==> src/rtl/z80_cb_idx_exec.sv <==
// Executes one DDCB/FDCB (IX/IY+d) CB-page operation: computes EA, reads the
// operand, applies rotate/shift/BIT/RES/SET and writes back with timeout abort.
module z80_cb_idx_exec #(
   parameter int ADDR_W     = 16,
   parameter bit UNDOC_COPY = 1'b1,
   parameter int MAX_WAIT   = 15
) (
   input  logic              clk,
   input  logic              reset_n,
   input  logic              start,
   input  logic [7:0]        op,
   input  logic [ADDR_W-1:0] base,
   input  logic [7:0]        disp,
   input  logic [7:0]        flags_in,
   output logic              busy,
   output logic [ADDR_W-1:0] mem_addr,
   output logic              mem_rd,
   output logic              mem_wr,
   output logic [7:0]        mem_wdata,
   input  logic [7:0]        mem_rdata,
   input  logic              mem_ack,
   output logic [7:0]        result,
   output logic [2:0]        res_reg,
   output logic              res_reg_we,
   output logic [7:0]        flags_out,
   output logic              flags_we,
   output logic              done,
   output logic              abort
);

   localparam logic [2:0] S_IDLE = 3'd0;
   localparam logic [2:0] S_ADDR = 3'd1;
   localparam logic [2:0] S_RD   = 3'd2;
   localparam logic [2:0] S_EXEC = 3'd3;
   localparam logic [2:0] S_WR   = 3'd4;
   localparam logic [2:0] S_DONE = 3'd5;

   localparam int              CNT_W    = $clog2(MAX_WAIT + 2);
   localparam logic [CNT_W-1:0] WAIT_LIM = CNT_W'(MAX_WAIT);

   logic [2:0]              state;
   logic [7:0]              op_q;
   logic [7:0]              flags_q;
   logic [7:0]              rdata_q;
   logic [7:0]              result_q;
   logic [7:0]              flags_out_q;
   logic [ADDR_W-1:0]       ea_q;
   logic [CNT_W-1:0]        wait_cnt;
   logic                    abort_q;
   logic signed [ADDR_W-1:0] disp_sx;
   logic [ADDR_W-1:0]       ea_calc;
   logic [8:0]              rot;
   logic [7:0]              exec_res;
   logic [7:0]              exec_flags;
   logic                    is_bit;
   logic                    copy_ok;

   // Returns {carry_out, result}; sel is op[5:3] of the CB rotate/shift group.
   function automatic logic [8:0] rot_shift(input logic [2:0] sel, input logic [7:0] m,
                                            input logic cin);
      case (sel)
         3'd0:    return {m[7], m[6:0], m[7]};
         3'd1:    return {m[0], m[0], m[7:1]};
         3'd2:    return {m[7], m[6:0], cin};
         3'd3:    return {m[0], cin, m[7:1]};
         3'd4:    return {m[7], m[6:0], 1'b0};
         3'd5:    return {m[0], m[7], m[7:1]};
         3'd6:    return {m[7], m[6:0], 1'b1};
         default: return {m[0], 1'b0, m[7:1]};
      endcase
   endfunction

   // Flag layout is S Z Y H X P N C from bit 7 down to bit 0.
   function automatic logic [7:0] rs_flags(input logic [7:0] r, input logic c);
      return {r[7], (r == 8'h00), r[5], 1'b0, r[3], ~^r, 1'b0, c};
   endfunction

   function automatic logic [7:0] bit_flags(input logic [7:0] m, input logic [2:0] b,
                                            input logic y, input logic x, input logic c);
      logic z;
      z = ~m[b];
      return {(b == 3'd7) & m[7], z, y, 1'b1, x, z, 1'b0, c};
   endfunction

   assign disp_sx = {{(ADDR_W-8){disp[7]}}, disp};
   assign ea_calc = base + $unsigned(disp_sx);
   assign is_bit  = (op_q[7:6] == 2'b01);
   assign copy_ok = UNDOC_COPY && !is_bit && (op_q[2:0] != 3'd6);

   always_comb begin
      exec_res   = rdata_q;
      exec_flags = flags_q;
      rot        = rot_shift(op_q[5:3], rdata_q, flags_q[0]);
      case (op_q[7:6])
         2'b00: begin
            exec_res   = rot[7:0];
            exec_flags = rs_flags(rot[7:0], rot[8]);
         end
         2'b01:   exec_flags = bit_flags(rdata_q, op_q[5:3], ea_q[13], ea_q[11], flags_q[0]);
         2'b10:   exec_res   = rdata_q & ~(8'h01 << op_q[5:3]);
         default: exec_res   = rdata_q | (8'h01 << op_q[5:3]);
      endcase
   end

   always_ff @(posedge clk or negedge reset_n) begin
      if (!reset_n) begin
         state       <= S_IDLE;
         op_q        <= '0;
         flags_q     <= '0;
         rdata_q     <= '0;
         result_q    <= '0;
         flags_out_q <= '0;
         ea_q        <= '0;
         wait_cnt    <= '0;
         abort_q     <= 1'b0;
      end else begin
         abort_q <= 1'b0;
         case (state)
            S_IDLE: if (start) begin
               op_q    <= op;
               flags_q <= flags_in;
               ea_q    <= ea_calc;
               state   <= S_ADDR;
            end
            S_ADDR: begin
               wait_cnt <= '0;
               state    <= S_RD;
            end
            S_RD: if (mem_ack) begin
               rdata_q  <= mem_rdata;
               wait_cnt <= '0;
               state    <= S_EXEC;
            end else if (wait_cnt == WAIT_LIM) begin
               abort_q <= 1'b1;
               state   <= S_IDLE;
            end else begin
               wait_cnt <= wait_cnt + CNT_W'(1);
            end
            S_EXEC: begin
               result_q    <= exec_res;
               flags_out_q <= exec_flags;
               wait_cnt    <= '0;
               state       <= is_bit ? S_DONE : S_WR;
            end
            S_WR: if (mem_ack) begin
               state <= S_DONE;
            end else if (wait_cnt == WAIT_LIM) begin
               abort_q <= 1'b1;
               state   <= S_IDLE;
            end else begin
               wait_cnt <= wait_cnt + CNT_W'(1);
            end
            default: state <= S_IDLE;
         endcase
      end
   end

   assign busy       = (state != S_IDLE);
   assign mem_addr   = busy ? ea_q : '0;
   assign mem_rd     = (state == S_RD);
   assign mem_wr     = (state == S_WR);
   assign mem_wdata  = mem_wr ? result_q : 8'h00;
   assign result     = result_q;
   assign flags_out  = flags_out_q;
   assign res_reg    = op_q[2:0];
   assign done       = (state == S_DONE);
   assign flags_we   = done & ~op_q[7];
   assign res_reg_we = done & copy_ok;
   assign abort      = abort_q;

endmodule

==> config.mk <==
export PLATFORM = sky130hd
export DESIGN_NAME = z80_cb_idx_exec
export DESIGN_NICKNAME = d
export VERILOG_FILES = /design/src/rtl/z80_cb_idx_exec.sv
export SDC_FILE = /design/constraint.sdc
export NUM_CORES = 1
export LEC_CHECK = 0
export BUFFER_PORTS_ARGS = -buffer_cell sky130_fd_sc_hd__clkbuf_2
export CAP_MARGIN = 20
export CORE_MARGIN = 4
export CORE_UTILIZATION = 59
export DETAILED_ROUTE_END_ITERATION = 8
export PLACE_DENSITY = 0.87
export SYNTH_ARGS = -nofsm -noshare
export SYNTH_HDL_FRONTEND = slang
export SYNTH_SLANG_ARGS = --single-unit
==> constraint.sdc <==
create_clock -name clk -period 2.8 [get_ports clk]
set_input_delay 0.56 -clock clk [delete_from_list [all_inputs] [get_ports clk]]
set_output_delay 0.56 -clock clk [all_outputs]
set_load 0.1 [all_outputs]
# == Yosys cells after proc, flatten, opt, wreduce, memory -nomap -nowiden ==
# Cells that the tools add are included.
# word_totals
regBits,65
inputBits,52
elab_cells,73
out_inout_bits,50
# op_classes
n_eq_ne,18
n_bitwise,8
mux,20
n_shift,1
n_reduce_logical,14
addsub,2
magnitude_cmp,1
# ops
cell,count
$pmux W9 S7,1
$pmux W8 S3,1
$eq A3 B3 Y1 const B,6
$add A16 B16 Y16,1
$mux W16,1
$pmux W8 S2,1
$mux W5,3
$pmux W3 S5,1
$pmux W5 S3,1
$eq A3 B2 Y1 const B,4
$mux W3,4
$and A8 B8 Y8,1
$logic_not A8 Y1,1
$mux W8,1
$not A8 Y8,1
$or A8 B8 Y8,1
$reduce_xnor A8 Y1,1
$shl A1 B3 Y8 const A,1
$eq A3 B1 Y1 const B,2
$logic_not A3 Y1,2
$reduce_and A2 Y1,3
$reduce_bool A3 Y1,2
$add A5 B1 Y5 const B,1
$eq A5 B4 Y1 const B,1
other kinds (13),22

# == Logic depth before layout (Yosys ltp) ==
# depth
word_depth,4
ltp_mapped,9
mapped_depth_nobuf,8

# == Worst setup path after synthesis ==
# No wires, ideal clock.
# synth_timing
path_type,reg2out
startpoint,register state[2]
endpoint,output res_reg_we
path_stages_with_launch,4
t_arrival_ps,2772
path_buffers,1
slack_ps,-532
t_required_ps,2240
cell_sequence,dfrtp_1 buf_4 nand3b_1 nor3_1
# synth_between
elab_chain_cells,2
# synth_rtl
item,line,rtl
from (decl),41,logic [2:0] state;
from (signal assigned),143,state <= is_bit ? S_DONE : S_WR;
$eq A3 B3 Y1,166,assign done = (state == S_DONE);
$and A1 B1 Y1,168,assign res_reg_we = done & copy_ok;
to (decl),24,"output logic res_reg_we,"
# No other way between the ends.

# == Final worst setup path ==
# layout_timing
startpoint,register state[1]
endpoint,output mem_addr[15]
# layout_between
elab_chain_cells,2
# layout_rtl
item,line,rtl
$reduce_bool A3 Y1,158,assign busy = (state != S_IDLE);
$mux W16,159,assign mem_addr = busy ? ea_q : '0;
to (decl),16,"output logic [ADDR_W-1:0] mem_addr,"
# No other way between the ends.

==> out/qor.yml <==
grt:
  grt_pass1_wl_um: 17530
  grt.total_usage_pct: 25.23
  grt_pass1_vias: 3851
  globalRouteOverflowTotal: 0
  antenna_found_initial: 0
  grt_max_degree: 47
logic_synthesis:
  avgSynthCellArea_um2: 8.652
  synthTopCellsByArea: "dfrtp_1 38%, nand2_1 8.6%, ha_1 5.8%"
  syn-cell-area_mm2: 0.004283
  synth-seq-cells: 65
  post-synth-top-area-cell: "dfrtp_1"
  synth_top_family_by_area: "simple AND/OR/NAND/NOR gates"
  synth_edf_count: 0
  synth_compound_area_share_pct: 19.08
  synthesis.nets: 568
  yosys.area_share.adder_pct: 6.310
  synth_top_area_share_pct: 37.98
  ys_types: 66
  synth-warning-count: 0
  synth_xor_area_share_pct: 2.863
  seq_area_frac_synth_pct: 37.98
  netlist_instances: 495
  synth_ff_type: "dfrtp_1"
  async_reset_ff_share_pct: 100.0
  synthMuxAreaShare_pct: 5.083
  synthSimpleGateAreaFrac_pct: 23.46
floorplanning:
  initial_core_util_pct: 62.01
  dieArea_mm2: 0.008686
  std_cell_rows: 30
  die_width_um: 93.20
  die_y_um: 93.20
  pin_count: 102
  coreArea_mm2: 0.006907
finish:
  nFillCells: 558
  final_util_pct: 73.17
  area_delta_synth_final_pct: 18.00
  layout-drive-gt1-share_pct: 26.57
  fin_nets: 659
  num_antenna_cells: 0
sta:
  tns_ns: 0
  setup_viol: 0
  rsz0062_at_grt: "false"
  max_freq_mhz: 374.5
  slew_violations: 0
  hold_viol: 0
  layout_setup_ws_ns: 0.1298
  finalCritPeriodShare_pct: 95.36
  tightest_slew_ns: 0.8449
  slew_headroom_pct: 43.67
  worst_clock_skew_ns: 0.01417
  fin_crit_ns: 2.670
worst_setup_path:
  critPathKind: "flop to primary output"
  worstReg2RegStart: "op_q[3]$_DFFE_PN0P_"
  r2r-end: "flags_out[2]$_DFFE_PN0N_"
  cp_top_family: "simple AND/OR/NAND/NOR gates"
  worstPathCellList: "nor3_4 > and2b_1 > clkbuf_2"
  cp-end-kind: "primary output"
  critical_path_peak_fanout: 17
  cp.required_ns: 2.24
  ff2ff_path_depth: 7
  critPathBufInv: 1
  arrival_ns: 2.11
  startpoint_type: "flop"
  cp-startpoint: "state[1]$_DFFE_PN0P_"
  cpPeakStageDelay_ns: 0.59
  r2r_slack_ns: 0.35
  crit_slowest_cell: "nor3_4"
cts:
  cts_num_sinks: 65
  cts_root_buf: "clkbuf_8"
  cts_inserted_buffers: 9
  clk_latency_ns: 0.35
  clk_path_buf_depth: 2
  cts_tree: "yes"
  cts_max_level: 3
  clk_pin_slew_worst_paths_ns: 0.08
place:
  dp_hpwl_um: 8075
  placement.io_buffers: 101
  pre_cts_slack_ns: 0.3730
  gp_congestion: 0.9568
run_status:
  status: "completed"
routing:
  vias_per_cell: 5.885
  wirelength_um: 10760
  via_count: 4043
  ant_nets: 0
  drc_errors: 0
  first_pass_iters: 6
  wire_per_inst_um: 15.67
  drtIter0Drc: 296
worst_hold_path:
  min_path_type: "input pin to async pin"
flow_run:
  timing.max_cap.violations: 0
## registers in the layout (all words and copies together), names as in the netlist
signal / flops
rdata_q: 8
ea_q: 16
result: 8
abort: 1
state: 3
wait_cnt: 5
flags_out: 8
flags_q: 8
op_q: 8
## timing repair
| item | CTS | global route |
|---|---|---|
| resized for setup | 0 | 1 |
| hold buffers | 0 | 0 |
| endpoints found under the setup margin | 0 | 5 |
| setup buffers | 0 | 0 |
## layout by cell type (no fill, tap or decap), types with 11 or more instances in the layout
cell,instances
inv_1,11
nand2_1,98
clkbuf_2,101
nor2b_1,13
and3_1,11
mux2_2,12
dfrtp_1,65
clkbuf_8,11
o21ai_0,37
nor2_1,33
a21oi_1,24
ha_1,20
## cell usage after synthesis (all sizes together) (2+ instances only)
master,n
o21a,5
nand3b,2
o311ai,4
ha,20
o31ai,5
o21ai,42
o211ai,9
and2b,8
a31oi,10
xor2,4
mux2i,6
a21oi,24
nand2,98
and3,11
xnor2,10
nand2b,9
clkbuf,8
and2,3
nor2,35
a32oi,3
inv,12
a221oi,2
or2,2
nor2b,14
nor3,10
or3,4
and4,2
dfrtp,65
a21o,2
nand3,7
a211oi,4
mux2,12
a22oi,3
buf,23
o311a,3
## cell type report
type	instances	area [um2]	share of cell area [%]
inverters	12	45.04	0.8913
flip-flops and latches	65	1627	32.19
clock inverters	5	77.57	1.535
well taps	96	120.1	2.377
clock buffers	11	151.4	2.996
multi-input cells	387	2440	48.28
repair buffers	111	593.1	11.74
## metrics by stage
step	instances	instance area, um2	hold WS [ns]
finish	687	5054	0.1721
floorplan	495	4288	0.2644
global placement	671	4822	0.4540
detailed placement	671	4822	0.4607
CTS	687	5051	0.1877
global route	687	5054	0.2135
## how the worst max path moves through the flow
stage                      endpoint  slack [ns]  depth (start not counted)
2_1_floorplan              flags_we        0.10                          4
3_3_place_gp   ea_q[12]$_DFFE_PN0P_        0.39                          9
3_5_place_dp   ea_q[12]$_DFFE_PN0P_        0.37                          9
4_1_cts                      mem_wr        0.10                          3
5_1_grt                mem_addr[15]        0.02                          3
6_report               mem_addr[15]        0.13                          3
## routing by layer
layer | up-vias | part of all wire [%] | global-route usage, %
met5 | - | 0 | 0
met1 | 1892 | 41 | 31.22
met3 | 34 | 6.8 | 3.862
met2 | 186 | 49 | 43.07
li1 | 1931 | - | -
met4 | 0 | 2.7 | 12.09
## kinds of logic after synthesis
group	Yosys count
adders and majority gates	21
muxes	19
AOI/OAI and AO/OA	125
and+or+nand+nor	208
xor gates and xnor gates	14
DFF	65
buffers and inverters	43
Power is not shown: default switching activity piles up to over one toggle a cycle in this logic, so the estimate is an artifact.
